--- config.mk ---
export PLATFORM = sky130hd
export DESIGN_NAME = ext_interrupt_controller_flat
export DESIGN_NICKNAME = d
export VERILOG_FILES = /design/src/rtl/ext_interrupt_controller_if.sv /design/src/rtl/ext_interrupt_controller.sv /design/src/flat_wrapper.sv
export SDC_FILE = /design/constraint.sdc
export NUM_CORES = 1
export LEC_CHECK = 0
export CAP_MARGIN = 20
export CORE_MARGIN = 5
export CORE_UTILIZATION = 30
export CTS_BUF_LIST = sky130_fd_sc_hd__clkbuf_4 sky130_fd_sc_hd__clkbuf_8 sky130_fd_sc_hd__clkbuf_16
export DETAILED_ROUTE_END_ITERATION = 8
export GPL_ROUTABILITY_DRIVEN = 0
export PLACE_DENSITY = 0.67
export SLEW_MARGIN = 20
export SYNTH_ARGS = -nofsm -noshare
export SYNTH_HDL_FRONTEND = slang
export SYNTH_SLANG_ARGS = --single-unit
--- constraint.sdc ---
create_clock -name I_clk -period 2.9 [get_ports I_clk]
set_input_delay 0.29 -clock I_clk [delete_from_list [all_inputs] [get_ports I_clk]]
set_output_delay 0.29 -clock I_clk [all_outputs]
set_load 0.02 [all_outputs]
--- src/rtl/ext_interrupt_controller_if.sv ---
// Register bus between the data-memory side and ext_interrupt_controller.
// The master drives strobes, address and write data; the slave returns registered read data.
interface ext_interrupt_controller_if;
    logic        I_wen;
    logic        I_ren;
    logic [3:0]  I_addr;
    logic [31:0] I_wdata;
    logic [31:0] O_rdata;

    modport master (output I_wen, I_ren, I_addr, I_wdata, input O_rdata);
    modport slave  (input I_wen, I_ren, I_addr, I_wdata, output O_rdata);
endinterface

--- src/rtl/ext_interrupt_controller.sv ---
// External interrupt controller: edge-latched pending, enable mask, claim/complete, one in service.
// Define EXT_INTC_SYNC_EN to insert a 2-flop synchronizer on every I_irq line.
module ext_interrupt_controller #(
    parameter int unsigned NUM_SOURCES = 8
) (
    input  logic                   I_clk,
    input  logic                   I_rst_n,
    input  logic [NUM_SOURCES-1:0] I_irq,
    ext_interrupt_controller_if.slave bus,
    output logic                   O_extinterrupt
);

    logic [NUM_SOURCES-1:0] w_s;
    logic [NUM_SOURCES-1:0] r_s_prev;
    logic [NUM_SOURCES-1:0] w_rise;
    logic [NUM_SOURCES-1:0] r_pending;
    logic [NUM_SOURCES-1:0] w_pending_nxt;
    logic [NUM_SOURCES-1:0] r_enable;
    logic [NUM_SOURCES-1:0] w_active;
    logic [NUM_SOURCES-1:0] w_win_mask;
    logic [4:0]             w_winner;
    logic [4:0]             r_in_service;
    logic [4:0]             w_in_service_cmpl;
    logic                   w_cmpl_hit;
    logic                   w_claim_ok;
    logic [31:0]            w_rdata_nxt;
    logic [31:0]            r_rdata;
    logic                   r_ext;
    logic                   w_unused;

`ifdef EXT_INTC_SYNC_EN
    logic [NUM_SOURCES-1:0] r_sync1;
    logic [NUM_SOURCES-1:0] r_sync2;

    always_ff @(posedge I_clk or negedge I_rst_n) begin
        if (!I_rst_n) begin
            r_sync1 <= '0;
            r_sync2 <= '0;
        end else begin
            r_sync1 <= I_irq;
            r_sync2 <= r_sync1;
        end
    end

    assign w_s = r_sync2;
`else
    assign w_s = I_irq;
`endif

    assign w_rise   = w_s & ~r_s_prev;
    assign w_active = r_pending & r_enable;

    always_comb begin
        w_winner   = '0;
        w_win_mask = '0;
        for (int unsigned i = 0; i < NUM_SOURCES; i++) begin
            if (w_active[i] && (w_winner == '0)) begin
                w_winner      = 5'(i + 1);
                w_win_mask[i] = 1'b1;
            end
        end
    end

    // Complete is resolved before claim so a same-cycle claim can take the freed slot.
    assign w_cmpl_hit = bus.I_wen && (bus.I_addr[3:2] == 2'd3)
                        && (bus.I_wdata[4:0] == r_in_service) && (r_in_service != '0);
    assign w_in_service_cmpl = w_cmpl_hit ? '0 : r_in_service;
    assign w_claim_ok = bus.I_ren && (bus.I_addr[3:2] == 2'd2)
                        && (w_in_service_cmpl == '0) && (w_winner != '0);

    // A rise in the claim cycle re-sets the bit the claim clears.
    assign w_pending_nxt = (r_pending & ~(w_claim_ok ? w_win_mask : '0)) | w_rise;

    always_comb begin
        w_rdata_nxt = '0;
        case (bus.I_addr[3:2])
            2'd0: w_rdata_nxt = 32'(r_pending);
            2'd1: w_rdata_nxt = 32'(r_enable);
            2'd2: w_rdata_nxt = w_claim_ok ? 32'(w_winner) : '0;
            2'd3: w_rdata_nxt = 32'(r_in_service);
            default: w_rdata_nxt = '0;
        endcase
    end

    always_ff @(posedge I_clk or negedge I_rst_n) begin
        if (!I_rst_n) begin
            r_s_prev     <= '0;
            r_pending    <= '0;
            r_enable     <= '0;
            r_in_service <= '0;
            r_rdata      <= '0;
            r_ext        <= 1'b0;
        end else begin
            r_s_prev     <= w_s;
            r_pending    <= w_pending_nxt;
            if (bus.I_wen && (bus.I_addr[3:2] == 2'd1))
                r_enable <= bus.I_wdata[NUM_SOURCES-1:0];
            r_in_service <= w_claim_ok ? w_winner : w_in_service_cmpl;
            if (bus.I_ren)
                r_rdata  <= w_rdata_nxt;
            r_ext        <= (|w_active) && (r_in_service == '0);
        end
    end

    assign bus.O_rdata    = r_rdata;
    assign O_extinterrupt = r_ext;

    assign w_unused = ^{bus.I_addr[1:0], bus.I_wdata};

endmodule

--- src/flat_wrapper.sv ---
// flat-port wrapper written by rule: the top's interface ports become plain ports
module ext_interrupt_controller_flat 
#(
    parameter int unsigned NUM_SOURCES = 8
)
  (I_clk, I_rst_n, I_irq, O_extinterrupt, bus_I_wen, bus_I_ren, bus_I_addr, bus_I_wdata, bus_O_rdata);
  ext_interrupt_controller_if bus_i ();
  input  logic I_clk;
  input  logic I_rst_n;
  input  logic [NUM_SOURCES-1:0] I_irq;
  output logic O_extinterrupt;
  input wire logic [$bits(bus_i.I_wen)-1:0] bus_I_wen;
  input wire logic [$bits(bus_i.I_ren)-1:0] bus_I_ren;
  input wire logic [$bits(bus_i.I_addr)-1:0] bus_I_addr;
  input wire logic [$bits(bus_i.I_wdata)-1:0] bus_I_wdata;
  output wire logic [$bits(bus_i.O_rdata)-1:0] bus_O_rdata;
  assign bus_i.I_wen = bus_I_wen;
  assign bus_i.I_ren = bus_I_ren;
  assign bus_i.I_addr = bus_I_addr;
  assign bus_i.I_wdata = bus_I_wdata;
  assign bus_O_rdata = bus_i.O_rdata;
  ext_interrupt_controller #(.NUM_SOURCES(NUM_SOURCES)) u_core (.I_clk(I_clk), .I_rst_n(I_rst_n), .I_irq(I_irq), .bus(bus_i), .O_extinterrupt(O_extinterrupt));
endmodule
Word level (Yosys, flattened, before mapping)
Index checks and enable logic that the tools add are counted.
Storage, ports and cells
  register bits: 62
  bits in latches: 0
  memory bits (writable): 0
  memory bits (read-only): 0
  input port bits: 48
  logic and storage cells: 65
  memories: 0
Operators by class
  add/sub/neg operators: 0
  multiply operators: 0
  div/mod/pow operators: 0
  $lt $le $gt $ge: 0
  equality and inequality tests: 4
  shifts and indexed selects: 0
  mux-type cells: 21
  bitwise logic cells: 6
  reduce and logical (&&, ||, !) cells: 28
Operator list (number)
  32-bit one-hot mux with 4 select lines: 1
  5-bit 2-to-1 mux: 10
  5-bit zero test: 9
  8-bit bitwise AND: 3
  8-bit NOT: 2
  1-bit logical AND: 15
  5-bit nonzero test: 2
  1-bit 2-to-1 mux: 9
  8-bit 2-to-1 mux: 1
  8-bit OR: 1
  8-bit OR reduction: 1
  5-bit equality test: 1
  2-bit equality test, second input constant: 2
  2-bit by 1-bit equality test with 1-bit output, second input constant: 1
  2-bit zero test: 1

Longest topological paths before layout
  word-level depth: 29
  depth in mapped cells: 6
  gate-level depth less buffers: 4

Worst setup path before layout
OpenSTA, ideal clock, no wires.
  path kind: register to register
  start point: register u_core.r_in_service[1]
  end point: register u_core.r_pending[3]
  library setup time: 0.129 ns
  data arrival time: 1.526 ns
  data required time: 2.771 ns
  slack: 1.244 ns
  cell stages (with the launch flop): 5
  path buffers: 0
  clock period less this slack: 1.656 ns
  cell sequence: dfrtp_1 > or4_4 > nor2_4 > a21oi_2 > o41a_1
Between the ends
  cells in the longest elaborated chain, start to end: 11
RTL lines
  start: declaration: RTL line ext_interrupt_controller.sv:22  | logic [4:0] r_in_service;
  start signal: assignment: RTL line ext_interrupt_controller.sv:98  | r_in_service <= w_claim_ok ? w_winner : w_in_service_cmpl;
  5-bit equality test: RTL line ext_interrupt_controller.sv:66  | && (bus.I_wdata[4:0] == r_in_service) && (r_in_service != '0);
  1-bit logical AND (2 in series): RTL line ext_interrupt_controller.sv:66
  5-bit 2-to-1 mux (*): RTL line ext_interrupt_controller.sv:67  | assign w_in_service_cmpl = w_cmpl_hit ? '0 : r_in_service;
  5-bit zero test (*): RTL line ext_interrupt_controller.sv:69  | && (w_in_service_cmpl == '0) && (w_winner != '0);
  1-bit logical AND (*) (2 in series): RTL line ext_interrupt_controller.sv:69
  8-bit 2-to-1 mux (*): RTL line ext_interrupt_controller.sv:72  | assign w_pending_nxt = (r_pending & ~(w_claim_ok ? w_win_mask : '0)) | w_rise;
  8-bit NOT (*): RTL line ext_interrupt_controller.sv:72
  8-bit bitwise AND (*): RTL line ext_interrupt_controller.sv:72
  8-bit OR (*): RTL line ext_interrupt_controller.sv:72
  net u_core.w_pending_nxt[3]: RTL line ext_interrupt_controller.sv:17  | logic [NUM_SOURCES-1:0] w_pending_nxt;
  end signal: assignment: RTL line ext_interrupt_controller.sv:95  | r_pending <= w_pending_nxt;
  end: declaration: RTL line ext_interrupt_controller.sv:16  | logic [NUM_SOURCES-1:0] r_pending;
Mark *: on every way through the listed nets, which the timed path passes. The rest lies on a longest branch.
A chain may end at the register's enable or synchronous reset.

Worst setup path after layout
  start point: input port bus_I_addr[2]
  end point: register u_core.r_pending[4]
Between the ends
  cells in the longest elaborated chain, start to end: 12
RTL lines
  start: declaration: RTL line flat_wrapper.sv:14  | input wire logic [$bits(bus_i.I_addr)-1:0] bus_I_addr;
  2-bit equality test: RTL line ext_interrupt_controller.sv:65  | assign w_cmpl_hit = bus.I_wen && (bus.I_addr[3:2] == 2'd3)
  1-bit logical AND: RTL line ext_interrupt_controller.sv:65
  1-bit logical AND (2 in series): RTL line ext_interrupt_controller.sv:66
  5-bit 2-to-1 mux: RTL line ext_interrupt_controller.sv:67
  5-bit zero test: RTL line ext_interrupt_controller.sv:69
  1-bit logical AND (*) (2 in series): RTL line ext_interrupt_controller.sv:69
  8-bit 2-to-1 mux (*): RTL line ext_interrupt_controller.sv:72
  8-bit NOT (*): RTL line ext_interrupt_controller.sv:72
  8-bit bitwise AND (*): RTL line ext_interrupt_controller.sv:72
  8-bit OR (*): RTL line ext_interrupt_controller.sv:72
  net u_core.w_pending_nxt[4]: RTL line ext_interrupt_controller.sv:17
Marks and branches as above.

==> results.md <==
* Status: complete, no violations
* Tightest Hold Check Type: input port to async pin
* # DRC at 0
* Full die area at approximately 8400 um2
* Clock buffer count from CTS at 5
* CTS Sinks at 38
* CP arrival at between 2 and 2.5 ns
* Fin Setup TNS at 0 ns
* Worst EP required at roughly 3.1 ns
* CTS Buffer Depth at 2
* # hold bufs at CTS at 0
* Final instance area at 2380 um2
* ANT nets after route at 0
* Core Rows at 29
* Fin. Hold Viols at 0
* Initial DRC count at 87
* Worst Skew at 0.00539 ns
* H-tree depth at 2
* Final Cycle Share at 66.6%
* RSZ-0062 raised after global routing: false
* Max Clk Rate at ~520 MHz
* Critical Path Max Stage Delay at between 0.7 and 0.8 ns
* GRT Overall Usage at between 10 and 15%
* Die height at between 90 and 100 um
* Bufs and invs on worst path at 1
* Avg Vias per Cell at 4.92
* Largest area contributor in the netlist: dfrtp_1
* Worst R2R Path Depth at 4
* Crit-path cells: clkdlybuf4s50_1 -> and3b_1 -> nand2_2 -> or3_1 -> o22a_1
* Area delta synth->final at 18.5%
* Max-cap check violation count at 0
* Post-synth top cells: dfrtp_1 (38), buf_4 (24), nand2_1 (11)
* Kind of critical path: input port to flop
* Min Hold Slack at 0.0927 ns
* Static Leak at 0.990 nW
* Max VDD drop at 0.000250 V
* Post-CTS Repair Setup Buffers at 0
* Post-Syn Area at approximately 2000 um2
* Ant. Diodes at 0
* Fill count at 646
* Area post-placement at between 2000 and 2500 um2
* Synthesis-stage register bit count at 38
* Io pins at 81
* Pins Over Slew Limit at 0
* Mapped Avg Cell Area at around 11 um2
* Initial antenna violation count at 0
* Minimum clock period at between 1.5 and 2 ns
* Netlist cell types at 50
* Worst setup margin at 0.968 ns
* Core area at ~6400 um2
* Pre-antenna DRT Iters at 5
* Setup crit end kind: flop
* Slew margin rel. at between 40% and 50%
* Critical-path top delay cell: clkdlybuf4s50_1
* Number of flops mapped to enable cells by yosys at 0
* Cell family with most CP delay: simple AND/OR/NAND/NOR gates
* Share of cells above drive strength 1 at between 10% and 20%
* Synth Flop Type: dfrtp_1
* Top-area cell type share of the netlist area at a little under half
* CTS tree: yes
* Synth Warn # at 0
* Wire per inst at 15.0 um
* Vias at around 1500
* Clk slew on worst S/H paths at about 0.070 ns
* First-pass GRT wire length at 7320 um
* Root Buffer: clkbuf_8
* Port Buf Inserts at 30
* Drt total wl at roughly 4400 um
* Async S/R FF share, synth at 100%
* Most common cell in the netlist: dfrtp_1
* Layout net count at between 200 and 300
* Critical Path Start Type: input port
* Setup WS pre-CTS at between 0.6 and 0.7 ns
* Worst path depth at 5
* Width of the die at 91.8 um
* Resize count post-CTS at 0
* Mapped Cells at between 150 and 200
* Initial core utilization at 31.2%
* Dpl hpwl at approximately 3300 um
* Vias in the first global route at 1444
* Total grt overflow at 0
* Final Setup Violations at 0
* Sequential share of the synthesized area at between 40% and 50%
* Pwr Density at 612 nW/um2
* Clock latency on the worst-skew pair at roughly 0.29 ns
* Tightest Pin Transition at a little over 0.8 ns
* Worst-path maximum fanout at 13
* Largest net degree at the start of global routing at 39
* Area contributors post-synth: dfrtp_1 (47%), buf_4 (9.0%), mux2_2 (4.5%), mux2i_1 (2.5%), nand2b_1 (2.5%)
==> state kept, by name, summed over array words and instances, names as in the netlist <==
| signal | flops |
|---|---|
| u_core.r_in_service | 5 |
| u_core.r_pending | 8 |
| u_core.O_extinterrupt | 1 |
| u_core.bus.O_rdata | 8 |
| u_core.r_s_prev | 8 |
| u_core.r_enable | 8 |
==> metal layers <==
metal | part of all wire [%] | track usage [%]
met2 | 45 | 16.6
met5 | 0 | 0
met1 | 47 | 15.0
met3 | 7.2 | 2.86
met4 | 1.6 | 4.33
==> power breakdown <==
part	internal (mW)	total [mW]	switching, mW	leakage (nW)
clock network	0.184	0.358	0.174	0.0452
registers	0.607	0.699	0.0916	0.433
logic	0.189	0.398	0.210	0.512
==> cell type report <==
type	instances	area [um2]	share of cell area (%)
Clock buffer	7	83.8	3.53
Inverter	5	18.8	0.789
Multi-Input combinational cell	138	917	38.6
Sequential cell	38	951	40.0
Tap cell	77	96.3	4.05
Timing Repair Buffer	32	310	13.1
==> stage by stage <==
| stage | total power, mW | std cells | utilization, % |
|---|---|---|---|
| final | 1.46 | 297 | 37.0 |
| after floorplan | 0.970 | 211 | - |
| after detailed placement | 1.10 | 290 | 35.7 |
| after CTS | 1.47 | 297 | 37.0 |
| after global routing | 1.54 | 297 | 37.0 |
| after global placement | 1.10 | 290 | 35.7 |
==> worst paths after layout <==
path	from	endpoint	slack, ns
worst max-delay path	bus_I_addr[2]	u_core.r_pending[4]	0.97
worst min-delay path	I_rst_n	u_core.r_pending[2]	0.09
worst max register to register	u_core.r_in_service[3]	u_core.r_pending[3]	1.00
worst min register to register	u_core.bus.O_rdata[6]	u_core.bus.O_rdata[6]	0.50
max in group asynchronous	I_rst_n	u_core.r_pending[5]	2.29
min in group I_clk	I_irq[0]	u_core.r_s_prev[0]	0.46
==> layout by cell type, fill, tap and decap left out, types with 3 or more instances in the layout <==
master and n:
conb_1 24, and2_1 5, nand2b_1 8, clkbuf_8 5
a41oi_1 3, a222oi_1 3, nand3_1 3, o21ai_0 5
xor2_1 5, nand2_1 11, nor2b_1 5, o2bb2ai_1 4
clkdlybuf4s50_1 29, nor3_1 3, nor2_1 5, inv_1 5
mux2i_1 5, dfrtp_1 38, mux2_2 8, a21oi_1 5
==> kinds of logic (layout without fill, tap and decap cells) <==
family,after synthesis,in the layout,share of synthesized area (%)
compound gates,43,43,16.8
xor+xnor,5,5,2.18
buf+inv,35,44,11.2
flops,38,38,47.4
mux,13,13,6.99
other cells,1,24,0.187
simple gates,53,53,15.3
No activity file was read; power rests on OpenSTA's default activity.
